### config.mk
export PLATFORM = sky130hd
export DESIGN_NAME = shift_normalizer
export DESIGN_NICKNAME = d
export VERILOG_FILES = /design/src/rtl/shift_normalizer.sv
export SDC_FILE = /design/constraint.sdc
export NUM_CORES = 1
export LEC_CHECK = 0
export BUFFER_PORTS_ARGS = -buffer_cell sky130_fd_sc_hd__buf_4
export CAP_MARGIN = 20
export CORE_ASPECT_RATIO = 0.8
export CORE_MARGIN = 4
export CORE_UTILIZATION = 45
export DETAILED_ROUTE_END_ITERATION = 8
export PLACE_DENSITY = 0.75
export SLEW_MARGIN = 10
export SYNTH_ARGS = -nofsm -noshare
export SYNTH_HDL_FRONTEND = slang
export SYNTH_SLANG_ARGS = --single-unit
### constraint.sdc
create_clock -name clk -period 5.24 [get_ports clk]
set_input_delay 1.048 -clock clk [delete_from_list [all_inputs] [get_ports clk]]
set_output_delay 1.048 -clock clk [all_outputs]
set_load 0.02 [all_outputs]
### src/rtl/shift_normalizer.sv
// shift_normalizer: multi-cycle left-shift normalizer (leading-zero / redundant-sign count).
// A value loaded on start is shifted left one bit per cycle until its top bit is set
// (logical) or its top two bits differ (arithmetic). The normalized value, the shift
// count and a degenerate-operand flag are then presented for a one-cycle done pulse.
// Optional feature macro: SHIFT_NORMALIZER_DOUBLESTEP_EN -- when defined, a cycle may
// shift by two when that cannot overshoot normalization, giving bit-identical results
// in fewer cycles.
module shift_normalizer #(
    parameter  int DataLength = 4,
    localparam int CountWidth = $clog2(DataLength + 1)
) (
    input  logic                  clk,
    input  logic                  reset,
    input  logic                  start,
    input  logic                  mode,
    input  logic [DataLength-1:0] numIn,
    output logic                  busy,
    output logic                  done,
    output logic [DataLength-1:0] result,
    output logic [CountWidth-1:0] shiftCount,
    output logic                  zeroFlag
);

    typedef enum logic [1:0] {IDLE, SHIFT, DONE} state_t;

    state_t                  state_q, state_d;
    logic [DataLength-1:0]   val_q, val_d;
    logic [CountWidth-1:0]   cnt_q, cnt_d;
    logic                    mode_q, mode_d;
    logic [DataLength-1:0]   result_q, result_d;
    logic [CountWidth-1:0]   shift_q, shift_d;
    logic                    zero_q, zero_d;
    logic                    busy_q, busy_d;
    logic                    done_q, done_d;

    // Normalized test for either mode.
    function automatic logic is_norm(input logic [DataLength-1:0] v, input logic m);
        return m ? (v[DataLength-1] ^ v[DataLength-2]) : v[DataLength-1];
    endfunction

    // Next-state, working-register and result computation.
    always_comb begin
        logic degen;
`ifdef SHIFT_NORMALIZER_DOUBLESTEP_EN
        int   max_shift;
`endif
        state_d  = state_q;
        val_d    = val_q;
        cnt_d    = cnt_q;
        mode_d   = mode_q;
        result_d = result_q;
        shift_d  = shift_q;
        zero_d   = zero_q;
        // Count only grows in SHIFT, so count==0 marks the first SHIFT cycle.
        degen    = (cnt_q == '0) &&
                   (mode_q ? ((val_q == '0) || (val_q == '1)) : (val_q == '0));
`ifdef SHIFT_NORMALIZER_DOUBLESTEP_EN
        max_shift = mode_q ? (DataLength - 2) : (DataLength - 1);
`endif
        case (state_q)
            IDLE, DONE: begin
                if (start) begin
                    val_d   = numIn;
                    cnt_d   = '0;
                    mode_d  = mode;
                    state_d = SHIFT;
                end else begin
                    state_d = IDLE;
                end
            end
            SHIFT: begin
                if (degen) begin
                    state_d  = DONE;
                    result_d = val_q;
                    shift_d  = mode_q ? CountWidth'(DataLength - 1) : CountWidth'(DataLength);
                    zero_d   = 1'b1;
                end else if (is_norm(val_q, mode_q)) begin
                    state_d  = DONE;
                    result_d = val_q;
                    shift_d  = cnt_q;
                    zero_d   = 1'b0;
                end else begin
`ifdef SHIFT_NORMALIZER_DOUBLESTEP_EN
                    // Double step only when one shift still would not normalize and
                    // the count stays within the mode's limit.
                    if (!is_norm(val_q << 1, mode_q) && (int'(cnt_q) + 2 <= max_shift)) begin
                        val_d = val_q << 2;
                        cnt_d = cnt_q + CountWidth'(2);
                    end else begin
                        val_d = val_q << 1;
                        cnt_d = cnt_q + CountWidth'(1);
                    end
`else
                    val_d = val_q << 1;
                    cnt_d = cnt_q + CountWidth'(1);
`endif
                end
            end
            default: state_d = IDLE;
        endcase
        busy_d = (state_d == SHIFT);
        done_d = (state_d == DONE);
    end

    // State, working registers and registered outputs.
    always_ff @(posedge clk or posedge reset) begin
        if (reset) begin
            state_q  <= IDLE;
            val_q    <= '0;
            cnt_q    <= '0;
            mode_q   <= 1'b0;
            result_q <= '0;
            shift_q  <= '0;
            zero_q   <= 1'b0;
            busy_q   <= 1'b0;
            done_q   <= 1'b0;
        end else begin
            state_q  <= state_d;
            val_q    <= val_d;
            cnt_q    <= cnt_d;
            mode_q   <= mode_d;
            result_q <= result_d;
            shift_q  <= shift_d;
            zero_q   <= zero_d;
            busy_q   <= busy_d;
            done_q   <= done_d;
        end
    end

    assign busy       = busy_q;
    assign done       = done_q;
    assign result     = result_q;
    assign shiftCount = shift_q;
    assign zeroFlag   = zero_q;

endmodule
# Word level (Yosys, flattened, before mapping)
# Index checks and enable logic that the tools add are counted.
dict set report classes {
  magnitude_cmp 0
  shift 0
  mul 0
  bitwise 1
  reduce_logical 11
  n_eq_ne 8
  div_mod_pow 0
  add_sub_neg 1
  muxes 21
}
# op count
set op_table {}
lappend op_table {{$mux W4} 5}
lappend op_table {{$mux W3} 6}
lappend op_table {{$pmux W4 S2} 1}
lappend op_table {{$ne A2 B2 Y1 const B} 3}
lappend op_table {{$pmux W3 S2} 1}
lappend op_table {{$mux W1} 5}
lappend op_table {{$eq A2 B1 Y1 const B} 2}
lappend op_table {{$eq A2 B2 Y1 const B} 2}
lappend op_table {{$eq A4 B4 Y1 const B} 1}
lappend op_table {{$logic_not A4 Y1} 1}
lappend op_table {{$mux W2} 2}
lappend op_table {{$pmux W2 S2} 1}
lappend op_table {{$reduce_and A2 Y1} 2}
lappend op_table {{$reduce_and A4 Y1} 1}
lappend op_table {{$reduce_bool A2 Y1} 2}
lappend op_table {{$add A3 B1 Y3 const B} 1}
lappend op_table {{$logic_not A3 Y1} 1}
lappend op_table {{$logic_not A2 Y1} 1}
lappend op_table {{$reduce_or A2 Y1} 1}
lappend op_table {{$logic_and A1 B1 Y1} 1}
lappend op_table {{$logic_or A1 B1 Y1} 1}
lappend op_table {{$xor A1 B1 Y1} 1}
dict set report totals {
  mem_count 0
  regBits 20
  ramBits 0
  latchBits 0
  mem_bits_ro 0
}

# Logic depth before layout (Yosys ltp)
# Gate-level depths: netlist (run 1).
dict set report depth {
  ltp_word 7
  mapped_depth 6
}

# Worst setup path before layout (run 1)
# OpenSTA, ideal clock, no wires.
dict set report synth_timing {
  path_kind {in2reg}
  startpoint {in start}
  endpoint {reg val_q[1]}
  t_arrival_ns 1.995
  cell_stages 4
  setup_ns 0.125
  setup_slack_ns 3.121
  required_time_ns 5.115
  path_buffers 0
  cell_sequence {nor2b_1 > o21ba_2 > a21oi_4 > mux2_2}
}
dict set report synth_between {
  elab_chain_cells 2
}
# item line
set synth_lines {}
lappend synth_lines {{start: declaration} 14} ;# input logic start,
lappend synth_lines {{$ne A2 B2 Y1 (no line)} -}
lappend synth_lines {{$reduce_and A4 Y1 (no line)} -}
lappend synth_lines {{end signal: assignment} 119} ;# val_q <= val_d;
lappend synth_lines {{end: declaration} 27} ;# logic [DataLength-1:0] val_q, val_d;
# No other way between the ends.
# A chain may end at the register's enable or synchronous reset.

# Worst setup path in the final report (run 1)
dict set report layout_timing {
  startpoint {reg val_q[2]}
  endpoint {reg val_q[1]}
}
dict set report layout_between {
  elab_chain_cells 6
  word_cells_on_any_way 10
  cone_classes {eq/ne: 3; mux: 2; bitwise: 1; reduce/logical: 4}
}
# item line
set layout_lines {}
lappend layout_lines {{$eq A4 B4 Y1 or $logic_not A4 Y1 (tied branches)} 56} ;# (mode_q ? ((val_q == '0) || (val_q == '1)) : (val_q == '0));
lappend layout_lines {{$logic_or A1 B1 Y1} 56}
lappend layout_lines {{$mux W1} 56}
lappend layout_lines {{$logic_and A1 B1 Y1} 55} ;# degen = (cnt_q == '0) &&
lappend layout_lines {{$ne A2 B2 Y1 (no line)} -}
lappend layout_lines {{$reduce_and A4 Y1 (no line) *} -}
# Mark *: on every way between the ends. The rest lies on a longest branch, timed or not.

==> results of run 1 <==
## registers in the layout, summed over array words and instances, names as in the netlist
signal and flops:
busy 1, shiftCount 3, done 1, mode_q 1, zeroFlag 1, cnt_q 3
result 4, state_q 2, val_q 4
## metrics by stage
| stage | hold WS, ps | setup slack [ps] | total power [W] |
|---|---|---|---|
| floorplan | 457.2 | 3121 | 0.0005478 |
| global placement | 488.3 | 2973 | 0.0006394 |
| detailed placement | 493.7 | 2879 | 0.0006532 |
| CTS | 520.7 | 3196 | 0.0007454 |
| global route | 532.6 | 3092 | 0.0007962 |
| finish | 515.2 | 3213 | 0.0007385 |
## where the power goes
group	switching (W)	internal, W	leakage (nW)
registers	0.0000480	0.000220	0.254
logic	0.000208	0.000170	0.305
clock network	0.0000490	0.0000425	0.0210
## how the worst min path moves through the flow
stage	start	to	slack (ps)	depth (start not counted)
after detailed placement	zeroFlag	zeroFlag	490	1
after floorplan	cnt_q[2]	cnt_q[2]	460	1
final	zeroFlag	zeroFlag	520	1
after CTS	zeroFlag	zeroFlag	520	1
after global routing	result[0]	result[0]	530	1
after global placement	result[2]	result[2]	490	1
## cell usage in the layout, fill, tap and decap left out, drive strengths merged, types with 2 or more instances in the layout
cell type and n:
o21ai 5, clkbuf 4, nand2b 3, inv 11, mux2i 8, nand2 6, ha 4, mux2 7
nor2 2, a21oi 6, nor2b 2, dfrtp 20, buf 17
## routing by layer
metal	GRT usage [%]	up-vias
li1	-	321
met1	18.12	318
met2	20.50	16
met3	4.700	4
met4	7.749	0
met5	0	-
## kinds of logic after synthesis
logic type	Yosys count	synth area share, %
AOI/OAI and AO/OA	15	12.50
DFF	20	51.02
buffers and inverters	13	5.101
adders and majority gates	4	5.102
and+or+nand+nor	18	10.08
muxes	15	16.20
## cell type report
class | count | area, sq um
clock buffers | 4 | 36.28
fillers | 171 | 813.3
inverters | 11 | 41.29
multi-input cells | 52 | 430.4
flip-flops and latches | 20 | 500.5
well taps | 24 | 30.03
repair buffers | 17 | 127.6
## critical path, cell delays in order, from the launching register on
cell	delay [ps]
dfrtp_1	410
inv_1	110
ha_1	240
mux2_2	330
o21ba_2	250
a21oi_4	210
mux2_2	360
==> flow_results.xml, run 1 <==
<?xml version="1.0" encoding="UTF-8"?>
<metrics>
  <group name="placed_design">
    <metric name="buffer_ports.inserted" unit="">17</metric>
    <metric name="hpwlAfterDp" unit="um">1369</metric>
    <metric name="placedCellCount" unit="">124</metric>
    <metric name="gpl.final_weighted_congestion" unit="">0.8344</metric>
    <metric name="dpl-instance-area" unit="sq um">1130</metric>
  </group>
  <group name="critical_path">
    <metric name="critical_path.reg2reg.endpoint" unit="">val_q[1]</metric>
    <metric name="critPathMaxFanout" unit="">6</metric>
    <metric name="origin_of_the_critical_flop_to_flop_path" unit="">val_q[2]</metric>
    <metric name="reg2reg_slack" unit="ps">3210</metric>
    <metric name="path_class" unit="">reg -&gt; reg</metric>
    <metric name="timing.critical_path.arrival" unit="ps">2230</metric>
    <metric name="start_kind" unit="">register</metric>
    <metric name="rr_worst_depth" unit="">6</metric>
    <metric name="setup.worst_path.end_class" unit="">register</metric>
    <metric name="crit_path_end" unit="">val_q[1]</metric>
    <metric name="setup.worst_path.start" unit="">val_q[2]</metric>
    <metric name="crit_required" unit="ps">5450</metric>
  </group>
  <group name="timing">
    <metric name="grt_setup_unrepaired" unit="">no</metric>
    <metric name="timing.final.max_slew_violations" unit="">0</metric>
    <metric name="hold_violations" unit="">0</metric>
    <metric name="slew_headroom" unit="%">49.65</metric>
    <metric name="final.setup_skew" unit="ps">2.385</metric>
    <metric name="tightestPinTransition" unit="ps">754.5</metric>
    <metric name="number_of_setup_violations_in_the_final_report" unit="">0</metric>
    <metric name="final.min_clock_period" unit="ps">2027</metric>
    <metric name="setup_total_negative_slack" unit="ps">0</metric>
    <metric name="max_freq" unit="GHz">0.4933</metric>
    <metric name="post-route-period-util" unit="%">38.69</metric>
  </group>
  <group name="clock_network">
    <metric name="clk_latency" unit="ps">310</metric>
    <metric name="cts.sink_count" unit="">20</metric>
    <metric name="cts_repair_resize_count" unit="">0</metric>
    <metric name="clkSlewWorstSetupHoldPaths" unit="ps">110</metric>
    <metric name="h-tree-depth" unit="">1</metric>
    <metric name="cts_inserted_buffers" unit="">3</metric>
    <metric name="hold_buffers" unit="">0</metric>
    <metric name="cts.repair_timing.setup_buffer_count" unit="">0</metric>
    <metric name="cts.path.max_buffers" unit="">2</metric>
    <metric name="cts_tree" unit="">built</metric>
    <metric name="cts_root_buf" unit="">clkbuf_4</metric>
  </group>
  <group name="synth">
    <metric name="synth.top_cells.by_area" unit="">dfrtp_1 51%, mux2i_1 8.2%, mux2_2 8.0%</metric>
    <metric name="yosys.area.top_type_share" unit="%">51.02</metric>
    <metric name="yosysTopAreaCell" unit="">dfrtp_1</metric>
    <metric name="warnings_synthesis" unit="">0</metric>
    <metric name="yosys_register_bits" unit="">20</metric>
    <metric name="number_of_enable_type_register_cells_in_the_synthesized_netlist" unit="">0</metric>
    <metric name="synth.avg_cell_area" unit="sq um">11.54</metric>
    <metric name="synth_most_common_cell" unit="">dfrtp_1</metric>
    <metric name="yosysUniqueCellTypes" unit="">24</metric>
    <metric name="combined_area_of_all_synthesized_cells" unit="sq um">980.9</metric>
    <metric name="ys_seq_area_share" unit="%">51.02</metric>
    <metric name="dominantRegCellSynth" unit="">dfrtp_1</metric>
    <metric name="nets_in_the_synthesized_netlist" unit="">97</metric>
    <metric name="async_reset_ff_share" unit="%">100.0</metric>
    <metric name="syn_inst" unit="">85</metric>
    <metric name="synth.cells.most_frequent" unit="">20 x dfrtp_1, 11 x inv_1, 8 x mux2i_1</metric>
  </group>
  <group name="route">
    <metric name="drcViolationCount" unit="">0</metric>
    <metric name="route.met3.wl" unit="um">91</metric>
    <metric name="routed-wl-met2" unit="um">840</metric>
    <metric name="final_antenna_net_count" unit="">0</metric>
    <metric name="routedLengthMet1" unit="um">846</metric>
    <metric name="total_via_count_in_the_routed_design" unit="">659</metric>
    <metric name="drt_iter0_markers" unit="">7</metric>
    <metric name="route.detailed.wl_per_inst" unit="um">14.20</metric>
    <metric name="max_used_layer" unit="">met4</metric>
    <metric name="first_pass_iters" unit="">4</metric>
    <metric name="wirelength" unit="um">1817</metric>
    <metric name="routed_via_density" unit="">5.148</metric>
  </group>
  <group name="cells_and_area">
    <metric name="stdcell_area" unit="sq um">1166</metric>
    <metric name="drive_above_1_share" unit="%">32.69</metric>
    <metric name="antenna_cells_inserted" unit="">0</metric>
    <metric name="final_core_utilization" unit="%">58.91</metric>
    <metric name="final_cells" unit="">128</metric>
    <metric name="layout.nets" unit="">117</metric>
    <metric name="synthToLayoutAreaGrowth" unit="%">18.88</metric>
  </group>
  <group name="job">
    <metric name="cap_viol_max_count" unit="">0</metric>
  </group>
  <group name="global_routing">
    <metric name="first_global_vias" unit="">661</metric>
    <metric name="grt.overflow.total" unit="">0</metric>
    <metric name="grt_start_max_net_pins" unit="">21</metric>
    <metric name="grt_antenna_before_repair" unit="">0</metric>
    <metric name="grt_usage" unit="%">14.12</metric>
    <metric name="grt_pass1_wl" unit="um">3029</metric>
  </group>
  <group name="outcome">
    <metric name="result_of_the_run" unit="">finished, final reports clean</metric>
  </group>
  <group name="min_path">
    <metric name="holdCritPathClass" unit="">reg -&gt; reg</metric>
  </group>
  <group name="floorplanning">
    <metric name="floorplan.die.height" unit="um">49.76</metric>
    <metric name="fp.dieW" unit="um">60.20</metric>
    <metric name="core_area" unit="sq um">1979</metric>
    <metric name="die_area" unit="sq um">2996</metric>
    <metric name="io_pins" unit="">18</metric>
    <metric name="fp-row-count" unit="">14</metric>
    <metric name="floorplan.initialDensity" unit="%">49.56</metric>
  </group>
  <group name="pwr">
    <metric name="power.density" unit="nW/um^2">633.3</metric>
    <metric name="power.static_leakage" unit="nW">0.5800</metric>
    <metric name="irDropWorstVdd" unit="mV">0.3272</metric>
  </group>
</metrics>
Power figures use the tool's default switching activity.
==> inputs of run 2 (changes only) <==
Settings changed: ABC_AREA set to 1, PLACE_DENSITY 0.75 to 0.74.
Clock period 5.24 ns to 1.87 ns, I/O delays scaled along.
==> flow_results.xml, run 2 <==
<?xml version="1.0" encoding="UTF-8"?>
<metrics>
  <group name="outcome">
    <metric name="result_of_the_run" unit="">finished, final reports clean</metric>
  </group>
  <group name="placed_design">
    <metric name="gpl.final_weighted_congestion" unit="">0.8914</metric>
    <metric name="hpwlAfterDp" unit="um">1544</metric>
    <metric name="buffer_ports.inserted" unit="">17</metric>
    <metric name="placedCellCount" unit="">164</metric>
  </group>
  <group name="timing">
    <metric name="timing.final.max_slew_violations" unit="">0</metric>
    <metric name="setup_total_negative_slack" unit="ps">0</metric>
    <metric name="max_freq" unit="GHz">0.6211</metric>
    <metric name="grt_setup_unrepaired" unit="">no</metric>
    <metric name="post-route-period-util" unit="%">86.09</metric>
    <metric name="number_of_setup_violations_in_the_final_report" unit="">0</metric>
    <metric name="final.min_clock_period" unit="ps">1610</metric>
    <metric name="final.setup_skew" unit="ps">3.643</metric>
    <metric name="hold_violations" unit="">0</metric>
    <metric name="tightestPinTransition" unit="ps">262.5</metric>
    <metric name="slew_headroom" unit="%">82.44</metric>
  </group>
  <group name="clock_network">
    <metric name="clk_latency" unit="ps">300</metric>
    <metric name="cts_root_buf" unit="">clkbuf_4</metric>
    <metric name="cts.path.max_buffers" unit="">2</metric>
    <metric name="cts_tree" unit="">built</metric>
    <metric name="cts_inserted_buffers" unit="">3</metric>
    <metric name="cts_repair_resize_count" unit="">0</metric>
    <metric name="hold_buffers" unit="">0</metric>
    <metric name="cts.sink_count" unit="">20</metric>
    <metric name="h-tree-depth" unit="">1</metric>
    <metric name="clkSlewWorstSetupHoldPaths" unit="ps">110</metric>
    <metric name="cts.repair_timing.setup_buffer_count" unit="">0</metric>
  </group>
  <group name="critical_path">
    <metric name="setup.worst_path.end_class" unit="">register</metric>
    <metric name="crit_required" unit="ps">2070</metric>
    <metric name="path_class" unit="">reg -&gt; reg</metric>
    <metric name="start_kind" unit="">register</metric>
    <metric name="critPathMaxFanout" unit="">9</metric>
    <metric name="timing.critical_path.arrival" unit="ps">1810</metric>
  </group>
  <group name="route">
    <metric name="routed_via_density" unit="">4.934</metric>
    <metric name="final_antenna_net_count" unit="">0</metric>
    <metric name="drcViolationCount" unit="">0</metric>
    <metric name="drt_iter0_markers" unit="">21</metric>
    <metric name="total_via_count_in_the_routed_design" unit="">824</metric>
    <metric name="first_pass_iters" unit="">4</metric>
    <metric name="route.detailed.wl_per_inst" unit="um">12.39</metric>
    <metric name="wirelength" unit="um">2069</metric>
  </group>
  <group name="floorplanning">
    <metric name="io_pins" unit="">18</metric>
    <metric name="die_area" unit="sq um">3158</metric>
    <metric name="core_area" unit="sq um">2177</metric>
    <metric name="fp-row-count" unit="">15</metric>
    <metric name="floorplan.initialDensity" unit="%">47.93</metric>
    <metric name="fp.dieW" unit="um">61.84</metric>
    <metric name="floorplan.die.height" unit="um">51.07</metric>
  </group>
  <group name="global_routing">
    <metric name="grt_start_max_net_pins" unit="">21</metric>
    <metric name="grt_antenna_before_repair" unit="">0</metric>
    <metric name="first_global_vias" unit="">787</metric>
    <metric name="grt_usage" unit="%">14.84</metric>
    <metric name="grt.overflow.total" unit="">0</metric>
    <metric name="grt_pass1_wl" unit="um">3443</metric>
  </group>
  <group name="synth">
    <metric name="synth_top_family_by_area" unit="">simple AND/OR/NAND/NOR gates</metric>
    <metric name="post_synth_fa_ha_maj_area_fraction" unit="%">4.796</metric>
    <metric name="async_reset_ff_share" unit="%">100.0</metric>
    <metric name="syn_inst" unit="">122</metric>
    <metric name="synth_compound_area_share" unit="%">4.317</metric>
    <metric name="synth.cells.most_frequent" unit="">47 x nand2_1, 20 x dfrtp_1, 14 x nand3_1</metric>
    <metric name="synth_mux_area_share" unit="%">0</metric>
    <metric name="dominantRegCellSynth" unit="">dfrtp_1</metric>
    <metric name="synth_most_common_cell" unit="">nand2_1</metric>
    <metric name="yosys.area.top_type_share" unit="%">47.96</metric>
    <metric name="yosys_register_bits" unit="">20</metric>
    <metric name="synth.avg_cell_area" unit="sq um">8.553</metric>
    <metric name="synth.top_cells.by_area" unit="">dfrtp_1 48%, nand2_1 17%, nand3_1 6.7%</metric>
    <metric name="nets_in_the_synthesized_netlist" unit="">134</metric>
    <metric name="synth_xor_area_share" unit="%">0.8393</metric>
    <metric name="combined_area_of_all_synthesized_cells" unit="sq um">1044</metric>
    <metric name="ys_seq_area_share" unit="%">47.96</metric>
    <metric name="synthSimpleGateAreaFrac" unit="%">34.65</metric>
    <metric name="warnings_synthesis" unit="">0</metric>
    <metric name="yosysTopAreaCell" unit="">dfrtp_1</metric>
    <metric name="number_of_enable_type_register_cells_in_the_synthesized_netlist" unit="">0</metric>
    <metric name="yosysUniqueCellTypes" unit="">20</metric>
  </group>
  <group name="pwr">
    <metric name="power.density" unit="nW/um^2">1683</metric>
    <metric name="power.static_leakage" unit="nW">0.6985</metric>
    <metric name="irDropWorstVdd" unit="mV">1.052</metric>
  </group>
  <group name="cells_and_area">
    <metric name="seq_area" unit="sq um">500.5</metric>
    <metric name="drive_above_1_share" unit="%">26.06</metric>
    <metric name="layout.nets" unit="">156</metric>
    <metric name="synthToLayoutAreaGrowth" unit="%">17.03</metric>
    <metric name="final_cell_mix" unit="">47 x nand2_1, 20 x dfrtp_1, 18 x buf_4</metric>
    <metric name="final_cells" unit="">167</metric>
    <metric name="final_core_utilization" unit="%">56.09</metric>
    <metric name="antenna_cells_inserted" unit="">0</metric>
    <metric name="commonest_non_fill_non_tap_cell_in_the_layout" unit="">nand2_1</metric>
    <metric name="multi_input_comb_area" unit="sq um">465.4</metric>
    <metric name="num-fill-cells" unit="">197</metric>
  </group>
  <group name="min_path">
    <metric name="holdCritPathClass" unit="">in -&gt; async</metric>
  </group>
  <group name="job">
    <metric name="cap_viol_max_count" unit="">0</metric>
  </group>
</metrics>
-- run 2: worst paths after layout --
check                      startpoint          to  slack [ps]  cells past startpoint
min reg2reg                  zeroFlag    zeroFlag         490                      2
min                             reset    cnt_q[0]          90                      3
max reg2reg                  val_q[2]    cnt_q[1]         260                      8
max                          val_q[2]    cnt_q[1]         260                      8
min in group clk             numIn[0]    val_q[0]         270                      3
max in group asynchronous       reset  state_q[0]        1580                      3
-- run 2: kinds of logic after synthesis --
group / after synthesis
fa+ha+maj: 4
flops: 20
compound gates: 6
buf+inv: 18
simple gates: 73
xor+xnor: 1
-- run 2: worst max-delay path, cell delays in order (launching register included) --
cell	delay [ps]
dfrtp_1	430
inv_1	80
ha_1	300
nand2_1	90
o21ai_2	80
o21ai_4	250
nand2_4	130
nand2_1	80
nand2_1	60
-- run 2: per-stage QoR --
step / area [sq um] / total power (W) / hold slack, ps / setup WS [ps]
5_1_grt: 1221 / 0.002233 / 90.90 / 147.0
6_report: 1221 / 0.002055 / 88.59 / 260.0
4_1_cts: 1221 / 0.002070 / 86.35 / 257.3
3_5_place_dp: 1199 / 0.001866 / 421.9 / 280.4
2_1_floorplan: 1044 / 0.001550 / 337.8 / 495.6
3_3_place_gp: 1199 / 0.001825 / 415.9 / 389.4
-- run 2: area by class of cell --
class,instances,share of cell area (%)
inverters,17,5.430
multi-input cells,84,38.11
clock buffers,3,1.844
well taps,25,2.561
repair buffers,18,11.07
flip-flops and latches,20,40.98
-- run 2: metal layers --
layer | routed length (um) | vias up | global-route usage [%] | share of wire [%]
met5 | 0 | - | 0 | 0
met4 | 15 | 0 | 4.240 | 0.72
met3 | 110 | 2 | 4.545 | 5.3
met2 | 994 | 28 | 23.00 | 48
met1 | 948 | 376 | 19.78 | 46
li1 | - | 418 | - | -
-- run 2: where the power goes --
| group | switching, W | internal [W] | total (W) |
|---|---|---|---|
| logic | 0.000718 | 0.000394 | 0.00111 |
| registers | 0.000139 | 0.000603 | 0.000742 |
| clock network | 0.000126 | 0.0000751 | 0.000201 |
| total | 0.000983 | 0.00107 | 0.00205 |
